File: src/rtl/vc_skid_reg_bank.sv
// Purpose : bank of NUM_VC independent 2-entry skid registers (main + skid) with valid/ready.
// Latency : 1 cycle from push edge to out_valid/out_data; 1 flit/cycle/lane sustained.
// Backpressure: in_ready is registered (state != FULL); the skid entry absorbs the flit in flight.
module vc_skid_reg_bank #(
  parameter int DATA_W = 16,
  parameter int NUM_VC = 4
) (
  input  logic                     clk,
  input  logic                     clr_n,
  input  logic [NUM_VC-1:0]        flush,
  input  logic [NUM_VC-1:0]        in_valid,
  output logic [NUM_VC-1:0]        in_ready,
  input  logic [NUM_VC*DATA_W-1:0] in_data,
  output logic [NUM_VC-1:0]        out_valid,
  input  logic [NUM_VC-1:0]        out_ready,
  output logic [NUM_VC*DATA_W-1:0] out_data,
  output logic [NUM_VC*2-1:0]      occ
);

  // Encoding doubles as the occupancy count, so occ is a direct copy of state.
  typedef enum logic [1:0] {
    EMPTY = 2'd0,
    ONE   = 2'd1,
    FULL  = 2'd2
  } lane_state_t;

  genvar v;
  generate
    for (v = 0; v < NUM_VC; v++) begin : g_lane
      lane_state_t       state;
      logic [DATA_W-1:0] main_q;
      logic [DATA_W-1:0] skid_q;
      logic [DATA_W-1:0] lane_din;
      logic              push;
      logic              pop;

      assign lane_din = in_data[v*DATA_W +: DATA_W];
      assign push     = in_valid[v] & in_ready[v];
      assign pop      = out_valid[v] & out_ready[v];

      // Lane state machine: flush empties the lane but leaves the data registers alone,
      // so out_data keeps showing the last head flit.
      always_ff @(posedge clk) begin
        if (!clr_n) begin
          state  <= EMPTY;
          main_q <= '0;
          skid_q <= '0;
        end else if (flush[v]) begin
          state <= EMPTY;
        end else begin
          case (state)
            EMPTY: begin
              if (push) begin
                state  <= ONE;
                main_q <= lane_din;
              end
            end
            ONE: begin
              if (push && pop) begin
                main_q <= lane_din;
              end else if (push) begin
                state  <= FULL;
                skid_q <= lane_din;
              end else if (pop) begin
                state <= EMPTY;
              end
            end
            FULL: begin
              // in_ready is low here, so only a pop can move the lane.
              if (pop) begin
                state  <= ONE;
                main_q <= skid_q;
              end
            end
            default: state <= EMPTY;
          endcase
        end
      end

      assign out_valid[v]                 = (state != EMPTY);
      assign in_ready[v]                  = (state != FULL);
      assign occ[2*v +: 2]                = state;
      assign out_data[v*DATA_W +: DATA_W] = main_q;
    end
  endgenerate

endmodule
File: config.mk
export PLATFORM = sky130hd
export DESIGN_NAME = vc_skid_reg_bank
export DESIGN_NICKNAME = d
export VERILOG_FILES = /design/src/rtl/vc_skid_reg_bank.sv
export SDC_FILE = /design/constraint.sdc
export NUM_CORES = 1
export LEC_CHECK = 0
export CORE_MARGIN = 8
export CORE_UTILIZATION = 35
export CTS_CLUSTER_DIAMETER = 60
export DETAILED_ROUTE_END_ITERATION = 16
export PLACE_DENSITY_LB_ADDON = 0.3
export SYNTH_ARGS = -nofsm -noshare
export SYNTH_HDL_FRONTEND = slang
export SYNTH_SLANG_ARGS = --single-unit
File: constraint.sdc
create_clock -name clk -period 2.6 [get_ports clk]
set_input_delay 0.39 -clock clk [delete_from_list [all_inputs] [get_ports clk]]
set_output_delay 0.39 -clock clk [all_outputs]
set_load 0.03 [all_outputs]
==> flow_metrics.py, run 1 <==
metrics = {
    "cts": {
        "cts_max_level": 4,
        "post_cts.resized_instances": 0,
        "clock_tree.root_cell": "clkbuf_16",
        "cts-buffers-inserted": 17,
        "clk_pin_slew_ns": 0.06,
        "clock_tree.buffer_depth": 2,
        "post-cts-setup-buffer-count": 0,
        "tritoncts": "yes",
        "post_cts_hold_buffer_count": 0,
        "clock_insertion_delay_worst_skew_ns": 0.42,
        "tritoncts_num_sinks": 136,
    },
    "drt": {
        "first_iter_violations": 200,
        "routed_wire_length_per_instance_um": 15.7,
        "first_pass_iters": 4,
        "route.final.wire_length_um": 15900,
        "vias_per_cell": 5.01,
        "route.vias.total": 5073,
        "detail-route-antenna-nets": 0,
        "drc_errors": 0,
    },
    "setup_path": {
        "worst_setup_path_end_kind": "output port",
        "crit_type": "flop to output port",
        "cp_slowest_cell": "clkdlybuf4s50_1",
        "path_buf_inv": 1,
        "worst-path-max-fanout": 8,
        "timing.critical_path.required_ns": 2.21,
        "worst_ep_arrival_time_ns": 1.77,
        "critical_path.cell_chain": "nand2b_1 > clkdlybuf4s50_1",
        "highest_cell_delay_on_the_worst_timing_path_ns": 0.67,
        "timing.critical_path.max_delay_family": "buffers and inverters",
        "cp-start-kind": "flop",
    },
    "global_route": {
        "grt_overflow": 0,
        "globalRouteTotalUtil": 0.147,
        "grt_start_max_net_pins": 56,
        "number_of_antenna_violations_at_the_first_check_in_global_routing": 0,
        "global_route_wire_length_before_repair_um": 26100,
        "grt_pass1_vias": 5247,
    },
    "finish": {
        "finalNetCount": 852,
        "postLayoutCellArea_um2": 8390,
        "num_antenna_cells": 0,
        "drive_above_1_share": 0.108,
        "finalNonFillerCells": 1012,
        "layout_overhead_on_the_synthesized_area_pct": 40.1,
    },
    "timing": {
        "tightest_slew_ns": 0.456,
        "final-setup-viol-count": 0,
        "number_of_failing_hold_endpoints_at_the_final_stage": 0,
        "post-route-worst-setup-slack_ns": 0.438,
        "finClkSkew_ns": 0.00943,
        "post-route-min-period_ns": 2.16,
        "maxSlewHeadroom": 0.695,
        "achievable-frequency_ghz": 0.462,
        "tns_ns": 0,
        "whs_ns": 0.471,
        "grt_setup_unrepaired": "no",
        "finalMaxSlewViolations": 0,
        "layout_worst_path_cycle_share": 0.832,
    },
    "logic_synthesis": {
        "postSynthCellCount": 629,
        "synth_nets": 707,
        "synth_cell_types": 31,
        "number_of_register_bits_inferred_by_synthesis": 136,
        "synth.top_cell.area_share": 0.454,
        "synthTopCellsByArea": "dfxtp_1 45%, mux2i_1 19%, a21oi_1 5.9%",
        "synth-warning-count": 0,
        "combined_area_of_all_synthesized_cells_um2": 5990,
        "synth.avg_cell_area_um2": 9.52,
        "synth_top_area_cell": "dfxtp_1",
        "yosysSeqAreaShare": 0.454,
    },
    "place": {
        "detailed_place.area_um2": 7740,
        "post-place-cells": 980,
        "post-place-ws_ns": 0.488,
        "dp_hpwl_um": 11000,
        "gp_congestion": 0.804,
        "buffer_ports.inserted": 157,
    },
    "floorplan": {
        "die_y_um": 147,
        "design.die.area_um2": 21600,
        "placeableCoreArea_um2": 17000,
        "num_io_pins": 158,
        "chipWidth_um": 147,
        "rows": 48,
        "initial_core_util": 0.352,
    },
    "power_and_ir_drop": {
        "pwr-share-seq": 0.398,
        "total_switching_power_uw": 1330,
        "static-leakage-power_uw": 0.00331,
        "proportion_of_total_power_due_to_net_switching": 0.241,
        "power.share.clock": 0.472,
        "power_frac_comb": 0.131,
        "power_report.internal_total_uw": 4200,
        "vdd.ir_drop.worst_mv": 0.433,
        "power_per_cell_area_nw_per_um2": 659,
    },
    "job": {
        "max_cap_violations": 0,
    },
    "worst_hold_path": {
        "hp-class": "flop to flop",
    },
    "run_status": {
        "status": "complete, no violations",
    },
}
==> final cells by class <==
cell class              count  area, um2
clock buffers              21        480
inverters                   1       6.26
clock inverters            11        169
flip-flops and latches    136       2720
repair buffers            179       1760
fillers                  1556       8600
multi-input cells         439       2970
well taps                 225        282
==> worst paths after layout <==
check | slack (ns) | end | from | depth (start not counted)
worst max-delay path | 0.44 | in_ready[3] | g_lane[3].state[0] | 2
worst min-delay path | 0.47 | g_lane[2].main_q[9] | g_lane[2].main_q[9] | 2
worst max register to register | 1.00 | g_lane[0].main_q[1] | g_lane[0].state[0] | 5
worst min register to register | 0.47 | g_lane[2].main_q[9] | g_lane[2].main_q[9] | 2
==> tightest hold or removal path, stage by stage, from the launching register on <==
cell and delay (ns):
dfxtp_1 0.30, o21ai_0 0.07, a21oi_1 0.06
==> stage by stage <==
step / util / total power, uW
2_1_floorplan: - / 2620
3_3_place_gp: 0.456 / 2950
3_5_place_dp: 0.456 / 2970
4_1_cts: 0.494 / 5600
5_1_grt: 0.494 / 5750
6_report: 0.494 / 5530
==> cells in the final DEF (no fill, tap or decap), types with 2 or more instances in the layout <==
cell	instances
a2111oi_0	4
a211oi_1	2
a211oi_2	14
a21oi_1	68
a21oi_2	3
and3b_1	3
buf_12	2
buf_4	20
bufinv_16	4
clkbuf_16	17
clkbuf_8	4
clkdlybuf4s50_1	157
clkinv_2	3
clkinv_4	3
dfxtp_1	136
mux2i_1	113
nand2_1	22
nand2b_1	7
nor2_1	64
nor2b_2	3
nor3_1	4
nor3b_2	3
o21a_1	3
o21ai_0	54
o21ai_1	10
o22a_1	4
or2_2	4
or3_1	48
==> cell usage after synthesis, drive strengths merged <==
master	number
nand2b	7
buf	21
a211oi	16
inv	1
nor2	65
nor3b	4
nor3	4
nor2b	3
a21oi	71
o22a	4
nand4bb	2
clkbuf	32
o31ai	1
mux2i	113
nand2	22
and3b	3
o21ai	64
o21a	3
nand3b	1
or2	4
dfxtp	136
or3	48
a2111oi	4
==> per-layer routing <==
metal | wire, um | up-vias | share of wire | track usage
met5 | 0 | - | 0 | 0
met4 | 252 | 0 | 0.016 | 0.0546
met3 | 983 | 24 | 0.062 | 0.0508
met2 | 7280 | 137 | 0.46 | 0.238
met1 | 7390 | 2390 | 0.46 | 0.177
li1 | - | 2522 | - | -
==> logic make-up after synthesis <==
group | count (synthesis) | synth area share
AOI/OAI and AO/OA | 163 | 0.164
and+or+nand+nor | 163 | 0.140
DFF | 136 | 0.454
muxes | 113 | 0.189
buffers and inverters | 54 | 0.0537
==> sequential cells by signal (all words and copies together), names as in the netlist <==
register and cells:
g_lane.state 8, g_lane.skid_q 64, g_lane.main_q 64
==> power by group through the flow <==
stage / logic (uW) / registers [uW] / clock network (uW)
2_1_floorplan: 263 / 2360 / 0
3_3_place_gp: 710 / 2240 / 0
3_5_place_dp: 726 / 2240 / 0
4_1_cts: 730 / 2200 / 2670
5_1_grt: 775 / 2210 / 2760
6_report: 723 / 2200 / 2610
(Power assumes the default switching activity.)
==> run 2: changes to the inputs <==
==> constraint.sdc (replaced) <==
create_clock -name clk -period 2.19 [get_ports clk]
set_input_delay 0.3285 -clock clk [delete_from_list [all_inputs] [get_ports clk]]
set_output_delay 0.3285 -clock clk [all_outputs]
set_load 0.03 [all_outputs]
==> flow_metrics.py, run 2 (synthesized netlist as in run 1, its figures left out) <==
metrics = {
    "timing": {
        "layout_worst_path_cycle_share": 0.961,
        "grt_setup_unrepaired": "no",
        "achievable-frequency_ghz": 0.475,
        "final-setup-viol-count": 0,
        "finalMaxSlewViolations": 0,
        "maxSlewHeadroom": 0.711,
        "tightest_slew_ns": 0.422,
        "number_of_failing_hold_endpoints_at_the_final_stage": 0,
        "post-route-min-period_ns": 2.11,
        "finClkSkew_ns": 0.0113,
        "tns_ns": 0,
        "whs_ns": 0.475,
    },
    "setup_path": {
        "worst-path-max-fanout": 8,
        "critPathLaunch": "g_lane[3].state[0]",
        "timing.critical_path.max_delay_family": "buffers and inverters",
        "path_buf_inv": 1,
        "critical_path.cell_chain": "or2_2 > clkdlybuf4s50_1",
        "r2r_start": "g_lane[1].state[0]",
        "timing.critical_path.required_ns": 1.86,
        "worst_setup_path_end_kind": "output port",
        "worst_ep_arrival_time_ns": 1.78,
        "crit_type": "flop to output port",
        "cp_slowest_cell": "clkdlybuf4s50_1",
        "cp-start-kind": "flop",
        "highest_cell_delay_on_the_worst_timing_path_ns": 0.66,
    },
    "drt": {
        "route.vias.total": 5140,
        "first_iter_violations": 194,
        "first_pass_iters": 4,
        "vias_per_cell": 5.04,
        "drc_errors": 0,
        "route.final.wire_length_um": 16000,
        "routed_wire_length_per_instance_um": 15.7,
        "detail-route-antenna-nets": 0,
    },
    "finish": {
        "mostFrequentLayoutCells": "153 x clkdlybuf4s50_1, 136 x dfxtp_1, 113 x mux2i_1",
        "finalNetCount": 859,
        "drive_above_1_share": 0.120,
        "num_antenna_cells": 0,
        "final_common_cell": "clkdlybuf4s50_1",
        "finalNonFillerCells": 1019,
        "biggestRegsByFlops": "g_lane.main_q: 64 flops, g_lane.skid_q: 64 flops, g_lane.state: 8 flops",
        "postLayoutCellArea_um2": 8530,
        "layout_overhead_on_the_synthesized_area_pct": 42.3,
        "nFillCells": 1533,
        "layout.area.seq_um2": 2720,
        "combined_area_of_the_multi_input_logic_cells_um2": 2970,
    },
    "power_and_ir_drop": {
        "static-leakage-power_uw": 0.00336,
        "vdd.ir_drop.worst_mv": 0.502,
        "power_frac_comb": 0.134,
        "power_report.internal_total_uw": 5010,
        "proportion_of_total_power_due_to_net_switching": 0.239,
        "power.share.clock": 0.469,
        "total_switching_power_uw": 1580,
        "power_per_cell_area_nw_per_um2": 772,
        "pwr-share-seq": 0.397,
    },
    "cts": {
        "cts_max_level": 4,
        "clock_insertion_delay_worst_skew_ns": 0.41,
        "clock_tree.root_cell": "clkbuf_16",
        "clk_pin_slew_ns": 0.06,
        "tritoncts": "yes",
        "post-cts-setup-buffer-count": 0,
        "clock_tree.buffer_depth": 2,
        "post_cts_hold_buffer_count": 0,
        "tritoncts_num_sinks": 136,
        "cts-buffers-inserted": 17,
        "post_cts.resized_instances": 0,
    },
    "place": {
        "gp_congestion": 0.757,
        "buffer_ports.inserted": 157,
        "detailed_place.area_um2": 7880,
        "post-place-cells": 987,
        "dp_hpwl_um": 11300,
    },
    "floorplan": {
        "placeableCoreArea_um2": 17000,
        "rows": 48,
        "design.die.area_um2": 21600,
        "chipWidth_um": 147,
        "num_io_pins": 158,
        "initial_core_util": 0.352,
        "die_y_um": 147,
    },
    "global_route": {
        "grt_start_max_net_pins": 34,
        "grt_pass1_vias": 5165,
        "number_of_antenna_violations_at_the_first_check_in_global_routing": 0,
        "global_route_wire_length_before_repair_um": 26000,
        "grt_overflow": 0,
        "globalRouteTotalUtil": 0.146,
    },
    "job": {
        "max_cap_violations": 0,
    },
    "worst_hold_path": {
        "holdCritStartpoint": "g_lane[0].main_q[1]",
        "hp-class": "flop to flop",
    },
    "run_status": {
        "status": "complete, no violations",
    },
}
==> run 2: tightest hold or removal path, delay by kind of cell (launching register included) <==
| kind | cells | cell delay [ns] |
|---|---|---|
| compound gates | 2 | 0.12 |
| flops | 1 | 0.31 |
==> run 2: power by group through the flow <==
stage	combinational (uW)	sequential, uW	clock [uW]
floorplan	313	2800	0
global placement	867	2660	0
detailed placement	885	2670	0
CTS	890	2610	3170
global route	943	2620	3290
finish	882	2610	3090
==> run 2: metal layers <==
| metal | track usage | up-vias | part of all wire | wire length [um] |
|---|---|---|---|---|
| li1 | - | 2550 | - | - |
| met1 | 0.176 | 2430 | 0.45 | 7280 |
| met2 | 0.238 | 145 | 0.48 | 7690 |
| met3 | 0.0464 | 15 | 0.059 | 951 |
| met4 | 0.0536 | 0 | 0.0066 | 105 |
| met5 | 0 | - | 0 | 0 |
==> run 2: path summary, 6_finish.rpt <==
kind | end | slack [ns] | cells after the start
max reg2reg | g_lane[1].main_q[3] | 0.52 | 5
min reg2reg | g_lane[0].main_q[1] | 0.47 | 2
max | out_valid[3] | 0.08 | 2
min | g_lane[0].main_q[1] | 0.47 | 2
==> run 2: cell type report <==
cell class	count	area share
inverter	1	0.000734
timing repair buffer	186	0.222
clock buffer	22	0.0568
multi-input combinational	439	0.349
clock inverter	10	0.0195
tap	225	0.0330
sequential	136	0.319
==> run 2: through the flow <==
step,power [uW],utilization,worst slack (ns)
floorplan,3110,-,0.580
global placement,3530,0.463,0.285
detailed placement,3550,0.463,0.181
CTS,6670,0.502,0.0598
global route,6850,0.502,0.0207
finish,6580,0.502,0.0846
